### src/rtl/rope_position_pkg.sv
// Shared Tug of War definitions: rope geometry, round states and score limit.
// Also used by the victory display stage.
package tow_pkg;

  localparam int NLED      = 7;
  localparam int CENTRE_IX = NLED / 2;
  localparam int SCORE_MAX = 9;

  localparam logic [NLED-1:0] CENTRE_ONEHOT = 7'b0001000;

  typedef enum logic [1:0] {
    ST_IDLE = 2'd0,
    ST_PLAY = 2'd1,
    ST_OVER = 2'd2
  } state_e;

  // True when exactly one bit of a rope position is set.
  function automatic logic pos_onehot(input logic [NLED-1:0] pos);
    return (pos != '0) && ((pos & (pos - 1'b1)) == '0);
  endfunction

endpackage

### src/rtl/rope_position_if.sv
// Player/game-control bundle between the button front end and rope_position.
// All signals are levels sampled on clk; there is no handshake, newgame is a one-cycle pulse.
interface rope_position_if #(
  parameter int NLED = 7
);
  logic            pbl;
  logic            pbr;
  logic            newgame;
  logic [NLED-1:0] pos_leds;
  logic            over;
  logic            winright;
  logic [3:0]      wins_l;
  logic [3:0]      wins_r;

  modport master (
    output pbl, pbr, newgame,
    input  pos_leds, over, winright, wins_l, wins_r
  );

  modport slave (
    input  pbl, pbr, newgame,
    output pos_leds, over, winright, wins_l, wins_r
  );
endinterface

### src/rtl/rope_position_edge_pulse.sv
// Registers a debounced button level and emits a one-cycle pulse on its rising edge.
module edge_pulse (
  input  logic clk,
  input  logic rst,
  input  logic level_i,
  output logic level_q_o,
  output logic pulse_o
);

  logic cur_q;
  logic prev_q;

  always_ff @(posedge clk) begin
    if (rst) begin
      cur_q  <= 1'b0;
      prev_q <= 1'b0;
    end else begin
      cur_q  <= level_i;
      prev_q <= cur_q;
    end
  end

  assign level_q_o = cur_q;
  assign pulse_o   = cur_q & ~prev_q;

endmodule

### src/rtl/rope_position.sv
// Tug of War game core: one-hot rope position, round winner and saturating win tallies.
module rope_position
  import tow_pkg::*;
#(
  parameter int NLED      = tow_pkg::NLED,
  parameter int SCORE_MAX = tow_pkg::SCORE_MAX
) (
  input  logic                  clk,
  input  logic                  rst,
  rope_position_if.slave        bus,
  output state_e                state_o
);

  localparam logic [NLED-1:0] CENTRE = NLED'(1) << (NLED / 2);

  logic lvl_l, lvl_r;
  logic pls_l, pls_r;

  edge_pulse u_edge_l (
    .clk       (clk),
    .rst       (rst),
    .level_i   (bus.pbl),
    .level_q_o (lvl_l),
    .pulse_o   (pls_l)
  );

  edge_pulse u_edge_r (
    .clk       (clk),
    .rst       (rst),
    .level_i   (bus.pbr),
    .level_q_o (lvl_r),
    .pulse_o   (pls_r)
  );

  state_e          state_q;
  logic [NLED-1:0] pos_q;
  logic            over_q;
  logic            winright_q;
  logic [3:0]      wins_l_q, wins_r_q;

  logic            move_r, move_l, released;
  logic [3:0]      wins_l_d, wins_r_d;

  always_comb begin
    move_r   = pls_r & ~pls_l;
    move_l   = pls_l & ~pls_r;
    // Both buttons must be up, registered and incoming, so a held press never leaks into PLAY.
    released = ~lvl_l & ~lvl_r & ~bus.pbl & ~bus.pbr;
    wins_l_d = (wins_l_q < 4'(SCORE_MAX)) ? wins_l_q + 4'd1 : wins_l_q;
    wins_r_d = (wins_r_q < 4'(SCORE_MAX)) ? wins_r_q + 4'd1 : wins_r_q;
  end

  always_ff @(posedge clk) begin
    if (rst) begin
      state_q    <= ST_IDLE;
      pos_q      <= CENTRE;
      over_q     <= 1'b0;
      winright_q <= 1'b0;
      wins_l_q   <= 4'd0;
      wins_r_q   <= 4'd0;
    end else if (bus.newgame) begin
      state_q    <= ST_IDLE;
      pos_q      <= CENTRE;
      over_q     <= 1'b0;
      winright_q <= 1'b0;
    end else begin
      case (state_q)
        ST_IDLE: begin
          pos_q <= CENTRE;
          if (released) state_q <= ST_PLAY;
        end
        ST_PLAY: begin
          if (!pos_onehot(pos_q)) begin
            pos_q <= CENTRE;
          end else if (move_r) begin
            pos_q <= pos_q >> 1;
            if (pos_q[1]) begin
              state_q    <= ST_OVER;
              over_q     <= 1'b1;
              winright_q <= 1'b1;
              wins_r_q   <= wins_r_d;
            end
          end else if (move_l) begin
            pos_q <= pos_q << 1;
            if (pos_q[NLED-2]) begin
              state_q    <= ST_OVER;
              over_q     <= 1'b1;
              winright_q <= 1'b0;
              wins_l_q   <= wins_l_d;
            end
          end
        end
        ST_OVER: begin
          if (!pos_onehot(pos_q)) pos_q <= CENTRE;
        end
        default: begin
          state_q <= ST_IDLE;
          pos_q   <= CENTRE;
        end
      endcase
    end
  end

  assign bus.pos_leds = pos_q;
  assign bus.over     = over_q;
  assign bus.winright = winright_q;
  assign bus.wins_l   = wins_l_q;
  assign bus.wins_r   = wins_r_q;
  assign state_o      = state_q;

endmodule

### src/flat_wrapper.sv
// flat-port wrapper written by rule: the top's interface ports become plain ports
module rope_position_flat import tow_pkg::*;
#(
  parameter int NLED      = tow_pkg::NLED,
  parameter int SCORE_MAX = tow_pkg::SCORE_MAX
)
  (clk, rst, state_o, bus_pbl, bus_pbr, bus_newgame, bus_pos_leds, bus_over, bus_winright, bus_wins_l, bus_wins_r);
  rope_position_if #(.NLED(NLED)) bus_i ();
  input  logic clk;
  input  logic rst;
  output state_e state_o;
  input wire logic [$bits(bus_i.pbl)-1:0] bus_pbl;
  input wire logic [$bits(bus_i.pbr)-1:0] bus_pbr;
  input wire logic [$bits(bus_i.newgame)-1:0] bus_newgame;
  output wire logic [$bits(bus_i.pos_leds)-1:0] bus_pos_leds;
  output wire logic [$bits(bus_i.over)-1:0] bus_over;
  output wire logic [$bits(bus_i.winright)-1:0] bus_winright;
  output wire logic [$bits(bus_i.wins_l)-1:0] bus_wins_l;
  output wire logic [$bits(bus_i.wins_r)-1:0] bus_wins_r;
  assign bus_i.pbl = bus_pbl;
  assign bus_i.pbr = bus_pbr;
  assign bus_i.newgame = bus_newgame;
  assign bus_pos_leds = bus_i.pos_leds;
  assign bus_over = bus_i.over;
  assign bus_winright = bus_i.winright;
  assign bus_wins_l = bus_i.wins_l;
  assign bus_wins_r = bus_i.wins_r;
  rope_position #(.NLED(NLED), .SCORE_MAX(SCORE_MAX)) u_core (.clk(clk), .rst(rst), .bus(bus_i), .state_o(state_o));
endmodule
### config.mk
export PLATFORM = sky130hd
export DESIGN_NAME = rope_position_flat
export DESIGN_NICKNAME = d
export VERILOG_FILES = /design/src/rtl/rope_position_pkg.sv /design/src/rtl/rope_position_if.sv /design/src/rtl/rope_position_edge_pulse.sv /design/src/rtl/rope_position.sv /design/src/flat_wrapper.sv
export SDC_FILE = /design/constraint.sdc
export NUM_CORES = 1
export LEC_CHECK = 0
export ABC_AREA = 1
export CAP_MARGIN = 20
export CORE_MARGIN = 4
export CORE_UTILIZATION = 46
export DETAILED_ROUTE_END_ITERATION = 8
export GPL_ROUTABILITY_DRIVEN = 0
export PLACE_DENSITY_LB_ADDON = 0.3
export SLEW_MARGIN = 20
export SYNTH_ARGS = -nofsm -noshare
export SYNTH_HDL_FRONTEND = slang
export SYNTH_SLANG_ARGS = --single-unit
### constraint.sdc
create_clock -name clk -period 1.49 [get_ports clk]
set_input_delay 0.298 -clock clk [delete_from_list [all_inputs] [get_ports clk]]
set_output_delay 0.298 -clock clk [all_outputs]
set_load 0.005 [all_outputs]
==> results.md, run 1 <==
- GRT Overall Usage: between 10% and 20%
- Actual slew at the worst max-slew pin: about 0.38 ns
- Maxcap violations: 0
- Worst Hold Class: reg2reg
- Vias in the first global route: around 1200
- Die H: 60.0 um
- Initial core utilization: between 40% and 50%
- Grt total ovfl: 0
- WL/cell: 13.1 um
- Syn_nets: around 190
- Final count of negative-setup-slack endpoints: 5
- Max Clock Skew: around 0.0067 ns
- Syn. warnings: 0
- Worst path top cell family by delay: simple AND/OR/NAND/NOR gates
- H-tree Lvls: 1
- Relative slew slack: 74.5%
- Clock root cell: clkbuf_4
- RSZ-0062 raised after global routing: yes
- Element type at the critical path start: flip-flop
- Vias per cell: 5.10
- Bufs and invs on worst path: 2
- Clock sink total: 23
- VDD IR-drop max: approximately 0.58 mV
- Clock Tree Buf Depth: 2
- Vias: 1305
- Initial antenna violation count: 0
- Placed cell area: ~0.0016 mm^2
- IO buf count: 23
- Pins over their slew limit: 0
- WL final: approximately 3400 um
- Crit share post-route: 103%
- Largest net degree at the start of global routing: 14
- PwrDens: roughly 540 mW/mm^2
- DP HPWL: between 2000 and 2500 um
- Top cells by count, synth: nand2_1, inv_1, dfxtp_1
- Biggest area consumer among synthesized cells: dfxtp_1
- Final net count: 238
- Worst path max stage delay: ~0.34 ns
- Row cnt: 18
- Kind of critical path: reg2reg
- Worst path required time: between 1.5 and 2 ns
- Failing checks: negative setup slack
- Setup tns final: -0.125 ns
- DRC viols: 0
- Post-CTS Hold Fix Bufs: 0
- Clk slew on worst S/H paths: around 0.13 ns
- Final Critical Period: 1.54 ns
- CTS tree: built
- Crit Path Max Fanout: 4
- Critical path endpoint category: flip-flop
- Initial drt markers: 28
- Status: complete, but fails checks
- Layout area overhead: 55.8%
- Seq/Total Area, Yosys: a little under two fifths
- Fill cells: approximately 180
- Share of cells above drive strength 1: 42.9%
- Final Hold Fails: 0
- Reg2Reg Setup Slack: -0.05 ns
- Number of synthesized flops with an enable pin: 0
- Cell with the most instances after synthesis: nand2_1
- Area of the core: about 0.0025 mm^2
- Synth Flop Type: dfxtp_1
- First-pass GRT wire length: 4930 um
- FMAX: 0.650 GHz
- Post-DRT Antenna Nets: 0
- Yosys top cell area share: a little under two fifths
- Syn Inst Count: 178
- P_leak: between 1 and 1.5 nW
- #FFs+latches synth: 23
- Mapped cell area: ~0.0012 mm^2
- Area contributors post-synth: dfxtp_1, nand2_1, inv_1
- Synth unique cells: 22
- Chip width: 60.0 um
- Worst Path Arrival: 1.79 ns
- Antenna Cells: 0
- Critical Path, Cell by Cell: inv_2, nor2_4, inv_2, ha_4, nand2_1, o21ai_0, nor3_1, nand2_1, a21oi_1
- Post-Syn Area per Cell: 6.99 um^2
- Die Footprint: roughly 0.0036 mm^2
- Ys async rst share: 0%
- I/O pins: 24
- Design Area, Final: a little under 0.002 mm^2
- Clock Latency Late Sink: between 0.3 and 0.4 ns
- Inserted Clock Buffers: 3
- Fin worst setup slack: -0.0475 ns
- Worst-path cell with the longest stage delay: dfxtp_2
- Drt first pass iters: 4
## cell type report
class / count / area [um^2] / area share, %
Tap cell: 30 / 37.5 / 1.94
Inverter: 35 / 134 / 6.90
Multi-Input combinational cell: 118 / 796 / 41.0
Timing Repair Buffer: 46 / 440 / 22.7
Clock buffer: 3 / 22.5 / 1.16
Clock inverter: 1 / 5.00 / 0.258
Sequential cell: 23 / 504 / 26.0
## report_power, final
group          switching, mW  internal (mW)  leakage [nW]  total (mW)
Sequential           0.00524          0.610         0.198       0.615
Clock                  0.189          0.100        0.0177       0.290
Combinational         0.0802         0.0661         0.796       0.146
## worst paths after layout
check,from,to,depth (start not counted)
max,u_core.u_edge_l.level_q_o,u_core.bus.winright,9
max reg2reg,u_core.u_edge_l.level_q_o,u_core.bus.winright,9
min,u_core.bus.winright,u_core.bus.winright,2
min reg2reg,u_core.bus.winright,u_core.bus.winright,2
## timing repair
| item | CTS | global route |
|---|---|---|
| setup endpoints to repair | 30 | 31 |
| cloned | 0 | 0 |
| pin swaps | 2 | 26 |
| setup buffers | 7 | 3 |
| resized for setup | 33 | 61 |
## metrics by stage
stage               total power [mW]  util [%]  hold WS (ns)  setup WS, ns  instances
floorplan                      0.701         -         0.423        0.0413        178
global placement               0.746      63.6         0.443       -0.0360        242
detailed placement             0.749      63.6         0.445       -0.0749        242
CTS                             1.03      68.8         0.464       0.00169        253
global route                    1.09      76.9         0.505        -0.119        256
finish                          1.05      76.9         0.471       -0.0475        256
## cell usage in the layout (no fill, tap or decap), types with 5 or more instances in the layout
cell type / instances
inv_1: 25
nand2_1: 25
buf_4: 20
dfxtp_2: 14
dlymetal6s2s_1: 13
nand2_2: 11
nor2_4: 10
nor2_1: 10
inv_2: 9
a21oi_1: 9
nand3_1: 8
o21ai_0: 7
a21oi_2: 7
dfxtp_4: 7
nand4_1: 5
clkdlybuf4s50_1: 5
dlygate4sd2_1: 5
## routing by layer
| layer | global-route usage [%] | vias up | share of wire [%] |
|---|---|---|---|
| li1 | - | 661 | - |
| met1 | 21.7 | 600 | 43 |
| met2 | 31.3 | 34 | 50 |
| met3 | 1.94 | 10 | 4.0 |
| met4 | 10.4 | 0 | 3.1 |
| met5 | 0 | - | 0 |
## registers in the layout, summed over array words and instances (netlist names)
| register | cells |
|---|---|
| u_core.bus.pos_leds | 7 |
| u_core.bus.wins_l | 4 |
| u_core.bus.wins_r | 4 |
| u_core.state_o | 2 |
| u_core.bus.over | 1 |
| u_core.bus.winright | 1 |
| u_core.u_edge_l.level_q_o | 1 |
| u_core.u_edge_l.prev_q | 1 |
| u_core.u_edge_r.level_q_o | 1 |
| u_core.u_edge_r.prev_q | 1 |
## cells by family after synthesis
| kind of cell | count (synthesis) | synth area share [%] |
|---|---|---|
| buf+inv | 37 | 11.4 |
| mux | 2 | 1.81 |
| compound gates | 28 | 11.4 |
| simple gates | 80 | 31.1 |
| xor+xnor | 2 | 1.41 |
| fa+ha+maj | 6 | 6.03 |
| flops | 23 | 37.0 |
## worst register-to-register path, delay by kind of cell (launching register included)
| family | cells | cell delay [ns] |
|---|---|---|
| flip-flops | 1 | 0.34 |
| buffers and inverters | 2 | 0.09 |
| adder cells (fa/ha/maj) | 1 | 0.17 |
| AO/OA/AOI/OAI | 2 | 0.29 |
| AND/OR/NAND/NOR | 4 | 0.58 |
(Power assumes the default switching activity.)
==> run 2: changes to the inputs <==
--- a/config.mk
+++ b/config.mk
@@ -5,13 +5,14 @@
 export SDC_FILE = /design/constraint.sdc
 export NUM_CORES = 1
 export LEC_CHECK = 0
-export ABC_AREA = 1
+export ABC_AREA = 0
 export CAP_MARGIN = 20
 export CORE_MARGIN = 4
-export CORE_UTILIZATION = 46
+export CORE_UTILIZATION = 45
 export DETAILED_ROUTE_END_ITERATION = 8
 export GPL_ROUTABILITY_DRIVEN = 0
 export PLACE_DENSITY_LB_ADDON = 0.3
+export RECOVER_POWER = 100
 export SLEW_MARGIN = 20
 export SYNTH_ARGS = -nofsm -noshare
 export SYNTH_HDL_FRONTEND = slang
==> constraint.sdc (replaced) <==
create_clock -name clk -period 1.49 [get_ports clk]
set_input_delay 0.3725 -clock clk [delete_from_list [all_inputs] [get_ports clk]]
set_output_delay 0.3725 -clock clk [all_outputs]
set_load 0.005 [all_outputs]
==> results.md, run 2 <==
- Final core occ: 76.3% (-0.60 points)
- Kind of critical path: reg2reg
- Clk slew on worst S/H paths: 0.13 ns (about the same)
- Final Critical Period: 1.85 ns (+0.308 ns)
- Vias: 1263 (-3.2%)
- Grt total ovfl: 0 (unchanged)
- WL final: 3210 um (-4.4%)
- Area contributors post-synth: dfxtp_1, ha_1, nor2b_1
- Initial drt markers: 30 (+7.1%)
- First-pass GRT wire length: 5350 um (+8.5%)
- Design Area, Final: 0.00192 mm^2 (-0.77%)
- Layout area overhead: 58.9%
- H-tree Lvls: 1 (unchanged)
- Actual slew at the worst max-slew pin: 0.399 ns (+0.0173 ns)
- Max Clock Skew: 0.0108 ns (+0.00413 ns)
- Worst-path cell with the longest stage delay: or4_4
- FMAX: 0.542 GHz (-17%)
- Most common cell after layout, fill and taps aside: buf_4
- Maxcap violations: 0 (unchanged)
- Clk network pwr share: 28.9% (+1.3 points)
- Worst path max stage delay: 0.48 ns (+0.14 ns)
- Crit Path Max Fanout: 4 (unchanged)
- Post-Syn Area per Cell: 8.78 um^2 (+25%)
- Clock root cell: clkbuf_4
- Clock Tree Buf Depth: 2 (unchanged)
- Seq/Total Area, Yosys: 38.0% (+1.0 points)
- Element type at the critical path start: flip-flop
- Status: complete, but fails checks
- Pint: 775 uW (-0.18%)
- Syn_nets: 149 (-21%)
- CTS tree: built
- #FFs+latches synth: 23 (unchanged)
- Row cnt: 18 (unchanged)
- Worst path required time: 1.74 ns (about the same)
- Switch Pwr: 239 uW (-13%)
- Sequential share of power: 60.8% (+2.3 points)
- I/O pins: 24 (unchanged)
- Critical Path, Cell by Cell: or3_4, buf_4, o31a_4, or4_4, a21oi_2
- Pwr Total: 1.01 mW (-3.5%)
- DRC viols: 0 (unchanged)
- Top cells by count, synth: dfxtp_1, nor2_1, a21oi_1, inv_1, nor2b_1
- Placed cell area: 0.00169 mm^2 (+5.1%)
- Syn. warnings: 0 (unchanged)
- Ys async rst share: 0% (unchanged)
- Inserted Clock Buffers: 3 (unchanged)
- Final count of negative-setup-slack endpoints: 20 (+15)
- Post-DRT Antenna Nets: 0 (unchanged)
- Area of the core: 0.00252 mm^2 (unchanged)
- Crit share post-route: 124% (+21 points)
- Number of synthesized flops with an enable pin: 0 (unchanged)
- Vias per cell: 5.42 (+6.3%)
- Clock sink total: 23 (unchanged)
- Initial antenna violation count: 0 (unchanged)
- Power share of the combinational group: 10.3% (-3.6 points)
- Relative slew slack: 73.4% (-1.1 points)
- Yosys top cell area share: 38.0% (+1.0 points)
- Vias in the first global route: 1278 (+7.6%)
- Syn Inst Count: 138 (-22%)
- GRT Overall Usage: 19.1% (+0.91 points)
- Antenna Cells: 0 (unchanged)
- Die Footprint: 0.00359 mm^2 (-0.48%)
- Fin worst setup slack: -0.356 ns (-0.308 ns)
- Drt first pass iters: 4 (unchanged)
- IO buf count: 23 (unchanged)
- Clock Latency Late Sink: 0.31 ns (about the same)
- Die H: 59.9 um (-0.24%)
- VDD IR-drop max: 0.479 mV (-18%)
- Final Hold Fails: 0 (unchanged)
- Worst Hold Class: reg2reg
- Synth unique cells: 40 (+82%)
- Biggest area consumer among synthesized cells: dfxtp_1
- Critical path endpoint category: flip-flop
- DP Worst Slack: -0.439 ns (-0.364 ns)
- Final net count: 215 (-9.7%)
- PwrDens: 527 mW/mm^2 (-2.7%)
- Initial core utilization: 48.0% (-1.3 points)
- Largest net degree at the start of global routing: 14 (unchanged)
- Share of cells above drive strength 1: 42.4% (-0.56 points)
- Max reg flops: 7 (unchanged)
- Cell with the most instances after synthesis: dfxtp_1
- Chip width: 59.9 um (-0.24%)
- Failing checks: negative setup slack
- DP HPWL: 2270 um (+1.8%)
- WL/cell: 13.8 um (+5.1%)
- Sw Ratio: 23.6% (-2.5 points)
- Hold_ws: 0.454 ns (-0.0173 ns)
- Mapped cell area: 0.00121 mm^2 (-2.7%)
- P_leak: 0.892 nW (-12%)
- Commonest non-fill, non-tap cells in the layout: buf_4, dlygate4sd2_1, dfxtp_2
- Worst Path Arrival: 2.09 ns (+0.30 ns)
- RSZ-0062 raised after global routing: yes
- Pins over their slew limit: 0 (unchanged)
- Synth Flop Type: dfxtp_1
==> run 2: cell types whose count changed after synthesis, moves of 3 or more <==
cell / previous run / this run
a21oi_1: 17 / 9
nand2b_1: 0 / 4
mux2i_1: 0 / 3
nand4_1: 5 / 1
inv_1: 32 / 9
a22oi_1: 0 / 4
o21ai_0: 10 / 6
nand2_1: 34 / 7
nand3_1: 11 / 3
nor2_4: 3 / 0
nor2b_1: 0 / 8
nand2_2: 3 / 0
nor2_2: 6 / 0
==> run 2: kinds of logic (layout without fill, tap and decap cells) <==
| kind of cell | Yosys count | in the layout | share of synthesized area (%) |
|---|---|---|---|
| AO/OA/AOI/OAI | 36 | 36 | 20.1 |
| flip-flops | 23 | 23 | 38.0 |
| multiplexers | 6 | 6 | 5.27 |
| AND/OR/NAND/NOR | 52 | 52 | 24.6 |
| buffers and inverters | 14 | 79 | 5.06 |
| adder cells (fa/ha/maj) | 6 | 6 | 6.20 |
| XOR/XNOR | 1 | 1 | 0.723 |
==> run 2: final cells by class <==
type	instances	area, um^2
Fill cell	175	598
Multi-Input combinational cell	101	777
Timing Repair Buffer	66	557
Tap cell	30	37.5
Clock buffer	4	26.3
Sequential cell	23	493
Inverter	9	33.8
==> run 2: final timing paths <==
kind | startpoint | to | slack, ns | cells past startpoint
hold / removal | u_core.bus.over | u_core.bus.over | 0.45 | 2
setup reg to reg | u_core.bus.pos_leds[4] | u_core.bus.wins_l[2] | -0.36 | 5
setup / recovery | u_core.bus.pos_leds[4] | u_core.bus.wins_l[2] | -0.36 | 5
hold reg to reg | u_core.bus.over | u_core.bus.over | 0.45 | 2
==> run 2: timing repair <==
action / CTS / global route
hold buffers: 0 / 0
gates resized for setup: 49 / 19
buffers inserted: 11 / 1
pin swaps: 16 / 9
setup endpoints to repair: 38 / 22
==> run 2: power by group through the flow <==
| stage | logic, mW | clock network, mW | registers, mW |
|---|---|---|---|
| floorplan | 0.0436 | 0 | 0.638 |
| finish | 0.104 | 0.293 | 0.617 |
| CTS | 0.0976 | 0.293 | 0.622 |
| global route | 0.113 | 0.321 | 0.618 |
| global placement | 0.0878 | 0 | 0.638 |
| detailed placement | 0.0899 | 0 | 0.638 |
==> run 2: routing by layer <==
| metal | share of wire (%) | vias to the layer above | GRT usage [%] |
|---|---|---|---|
| met5 | 0 | - | 0 |
| li1 | - | 625 | - |
| met2 | 51 | 29 | 34.1 |
| met3 | 4.4 | 8 | 3.02 |
| met1 | 42 | 601 | 22.7 |
| met4 | 1.9 | 0 | 7.28 |
==> run 2: per-stage QoR <==
step / setup TNS [ns] / instances
6_report: -4.26 / 233
4_1_cts: -4.76 / 232
3_5_place_dp: -6.92 / 217
5_1_grt: -5.81 / 233
2_1_floorplan: -1.03 / 138
3_3_place_gp: -5.97 / 217
==> run 2: worst max-delay path, delay by kind of cell, from the launching register on <==
| kind | cells | cell delay [ns] |
|---|---|---|
| AOI/OAI and AO/OA | 2 | 0.42 |
| buffers and inverters | 1 | 0.14 |
| DFF | 1 | 0.34 |
| and+or+nand+nor | 2 | 0.87 |
==> run 3: changes to the inputs <==
--- a/config.mk
+++ b/config.mk
@@ -6,12 +6,12 @@
 export NUM_CORES = 1
 export LEC_CHECK = 0
 export ABC_AREA = 0
-export CAP_MARGIN = 20
+export CAP_MARGIN = 10
 export CORE_MARGIN = 4
 export CORE_UTILIZATION = 45
 export DETAILED_ROUTE_END_ITERATION = 8
 export GPL_ROUTABILITY_DRIVEN = 0
-export PLACE_DENSITY_LB_ADDON = 0.3
+export PLACE_DENSITY = 0.72
 export RECOVER_POWER = 100
 export SLEW_MARGIN = 20
 export SYNTH_ARGS = -nofsm -noshare
==> results.md, run 3 (synthesis results as in run 2) <==
- Status: complete, but fails checks
- Failing checks: negative setup slack
- Placed cells: 210 (-3.2%)
- Element type at the critical path start: flip-flop
- Design Area, Final: 0.00183 mm^2 (-4.7%)
- Initial core utilization: 48.0% (unchanged)
- Largest net degree at the start of global routing: 14 (unchanged)
- Share of cells above drive strength 1: 34.0% (-8.4 points)
- Most common cell after layout, fill and taps aside: buf_4
- Clock sink total: 23 (unchanged)
- Crit share post-route: 119% (-5.0 points)
- Initial antenna violation count: 0 (unchanged)
- Worst Hold Class: reg2reg
- Area of the core: 0.00252 mm^2 (unchanged)
- Worst Hold End: u_core.bus.winright
- Hold_ws: 0.473 ns (+0.0186 ns)
- Antenna Cells: 0 (unchanged)
- Non-filler cells, final: 227 (-2.6%)
- Placed cell area: 0.00164 mm^2 (-3.1%)
- Worst reg-to-reg path cell count: 5 (unchanged)
- Worst path required time: 1.75 ns (about the same)
- RR Endpoint: u_core.bus.wins_l[2]
- WL final: 3000 um (-6.4%)
- WL/cell: 13.2 um (-3.9%)
- P_leak: 0.831 nW (-6.8%)
- H-tree Lvls: 1 (unchanged)
- Vias: 1210 (-4.2%)
- Max reg flops: 7 (unchanged)
- Critical path endpoint category: flip-flop
- Reg-to-Reg Start: u_core.bus.pos_leds[3]
- Commonest non-fill, non-tap cells in the layout: buf_4, dlygate4sd2_1, dfxtp_1
- Reg2Reg Setup Slack: -0.28 ns (+0.07 ns)
- DP HPWL: 2100 um (-7.4%)
- Row cnt: 18 (unchanged)
- Final net count: 209 (-2.8%)
- Max Clock Skew: 0.0113 ns (+0.000526 ns)
- VDD IR-drop max: 0.703 mV (+47%)
- Die Footprint: 0.00359 mm^2 (unchanged)
- Worst Path Arrival: 2.03 ns (-0.06 ns)
- Final count of negative-setup-slack endpoints: 20 (unchanged)
- DRC viols: 0 (unchanged)
- CTS tree: built
- Final Hold Fails: 0 (unchanged)
- I/O pins: 24 (unchanged)
- RSZ-0062 raised after global routing: yes
- Pins over their slew limit: 0 (unchanged)
- HP Start: u_core.bus.winright
- Kind of critical path: reg2reg
- Setup tns final: -2.09 ns (+2.18 ns)
- Grt total ovfl: 0 (unchanged)
- First-pass GRT wire length: 5160 um (-3.5%)
- Clock Latency Late Sink: 0.32 ns (about the same)
- Initial drt markers: 34 (+13%)
- Final Critical Period: 1.77 ns (-0.0744 ns)
- Vias in the first global route: 1192 (-6.7%)
- Drt first pass iters: 4 (unchanged)
- Fin worst setup slack: -0.281 ns (+0.0744 ns)
- Relative slew slack: 76.2% (+2.8 points)
- Clock root cell: clkbuf_4
- Clk slew on worst S/H paths: 0.14 ns (about the same)
- Crit Path Max Fanout: 5 (+1)
- Pwr Total: 1.02 mW (+0.25%)
- PwrDens: 555 mW/mm^2 (+5.2%)
- Layout area overhead: 51.3%
- Post-DRT Antenna Nets: 0 (unchanged)
- Actual slew at the worst max-slew pin: 0.355 ns (-0.0439 ns)
- Clock Tree Buf Depth: 2 (unchanged)
- GRT Overall Usage: 18.4% (-0.69 points)
- Chip width: 59.9 um (unchanged)
- Die H: 59.9 um (unchanged)
- Worst hold path depth: 2 (unchanged)
- Inserted Clock Buffers: 3 (unchanged)
- Maxcap violations: 0 (unchanged)
- Vias per cell: 5.33 (-1.7%)
- FMAX: 0.565 GHz (+4.2%)
- IO buf count: 23 (unchanged)
[run 3: cell types whose count changed in the layout (fill, tap and decap cells not counted), moves of 2 or more]
cell / previous run / this run
a211oi_2: 2 / 0
nand3_2: 2 / 0
a21oi_2: 4 / 2
a21oi_1: 5 / 7
dlymetal6s2s_1: 2 / 0
dfxtp_2: 14 / 4
dfxtp_1: 5 / 14
buf_6: 5 / 2
buf_4: 38 / 34
a21boi_1: 2 / 0
nor2_1: 9 / 12
nor2_4: 4 / 0
a211oi_4: 0 / 2
a21boi_0: 0 / 2
[run 3: worst max path at each step]
stage,startpoint,endpoint,cells after the start
CTS,u_core.bus.pos_leds[1],u_core.bus.wins_l[2],5
global route,u_core.bus.pos_leds[3],u_core.bus.wins_l[2],5
finish,u_core.bus.pos_leds[3],u_core.bus.wins_l[2],5
global placement,u_core.bus.pos_leds[3],u_core.bus.wins_l[2],5
floorplan,u_core.bus.pos_leds[5],u_core.bus.wins_l[2],5
detailed placement,u_core.bus.pos_leds[1],u_core.bus.wins_l[2],5
[run 3: worst max-delay path, stage by stage, from the launching register on]
cell	delay [ns]
dfxtp_4	0.39
a211oi_4	0.25
nor2_2	0.08
o31a_4	0.38
or4_1	0.47
a21oi_1	0.14
[run 3: area by class of cell]
type,instances,area (um^2)
Sequential cell,23,484
Fill cell,213,689
Clock inverter,1,5.00
Multi-Input combinational cell,101,756
Clock buffer,3,22.5
Inverter,9,33.8
Timing Repair Buffer,60,494
Tap cell,30,37.5
[run 3: timing repair]
action	in CTS	in global routing
gates resized for setup	43	15
setup buffers	10	3
pin swaps	1	0
setup endpoints to repair	38	21
gates cloned	0	0
hold buffers	0	0
[run 3: stage by stage]
stage               util [%]  worst slack (ns)
floorplan                  -            -0.259
global placement        64.8            -0.264
detailed placement      64.8            -0.302
CTS                     69.9            -0.249
global route            72.7            -0.315
finish                  72.7            -0.281
[run 3: power breakdown]
part,internal (mW),leakage (nW),switching (mW)
logic,0.0559,0.622,0.0437
clock network,0.101,0.0177,0.200
registers,0.613,0.191,0.00460
total,0.769,0.831,0.248
[run 3: per-layer routing]
layer	track usage [%]	vias up	part of all wire [%]
met5	0	-	0
met4	4.43	0	1.2
met3	3.67	4	3.5
met2	32.3	22	52
met1	23.0	572	44
li1	-	612	-
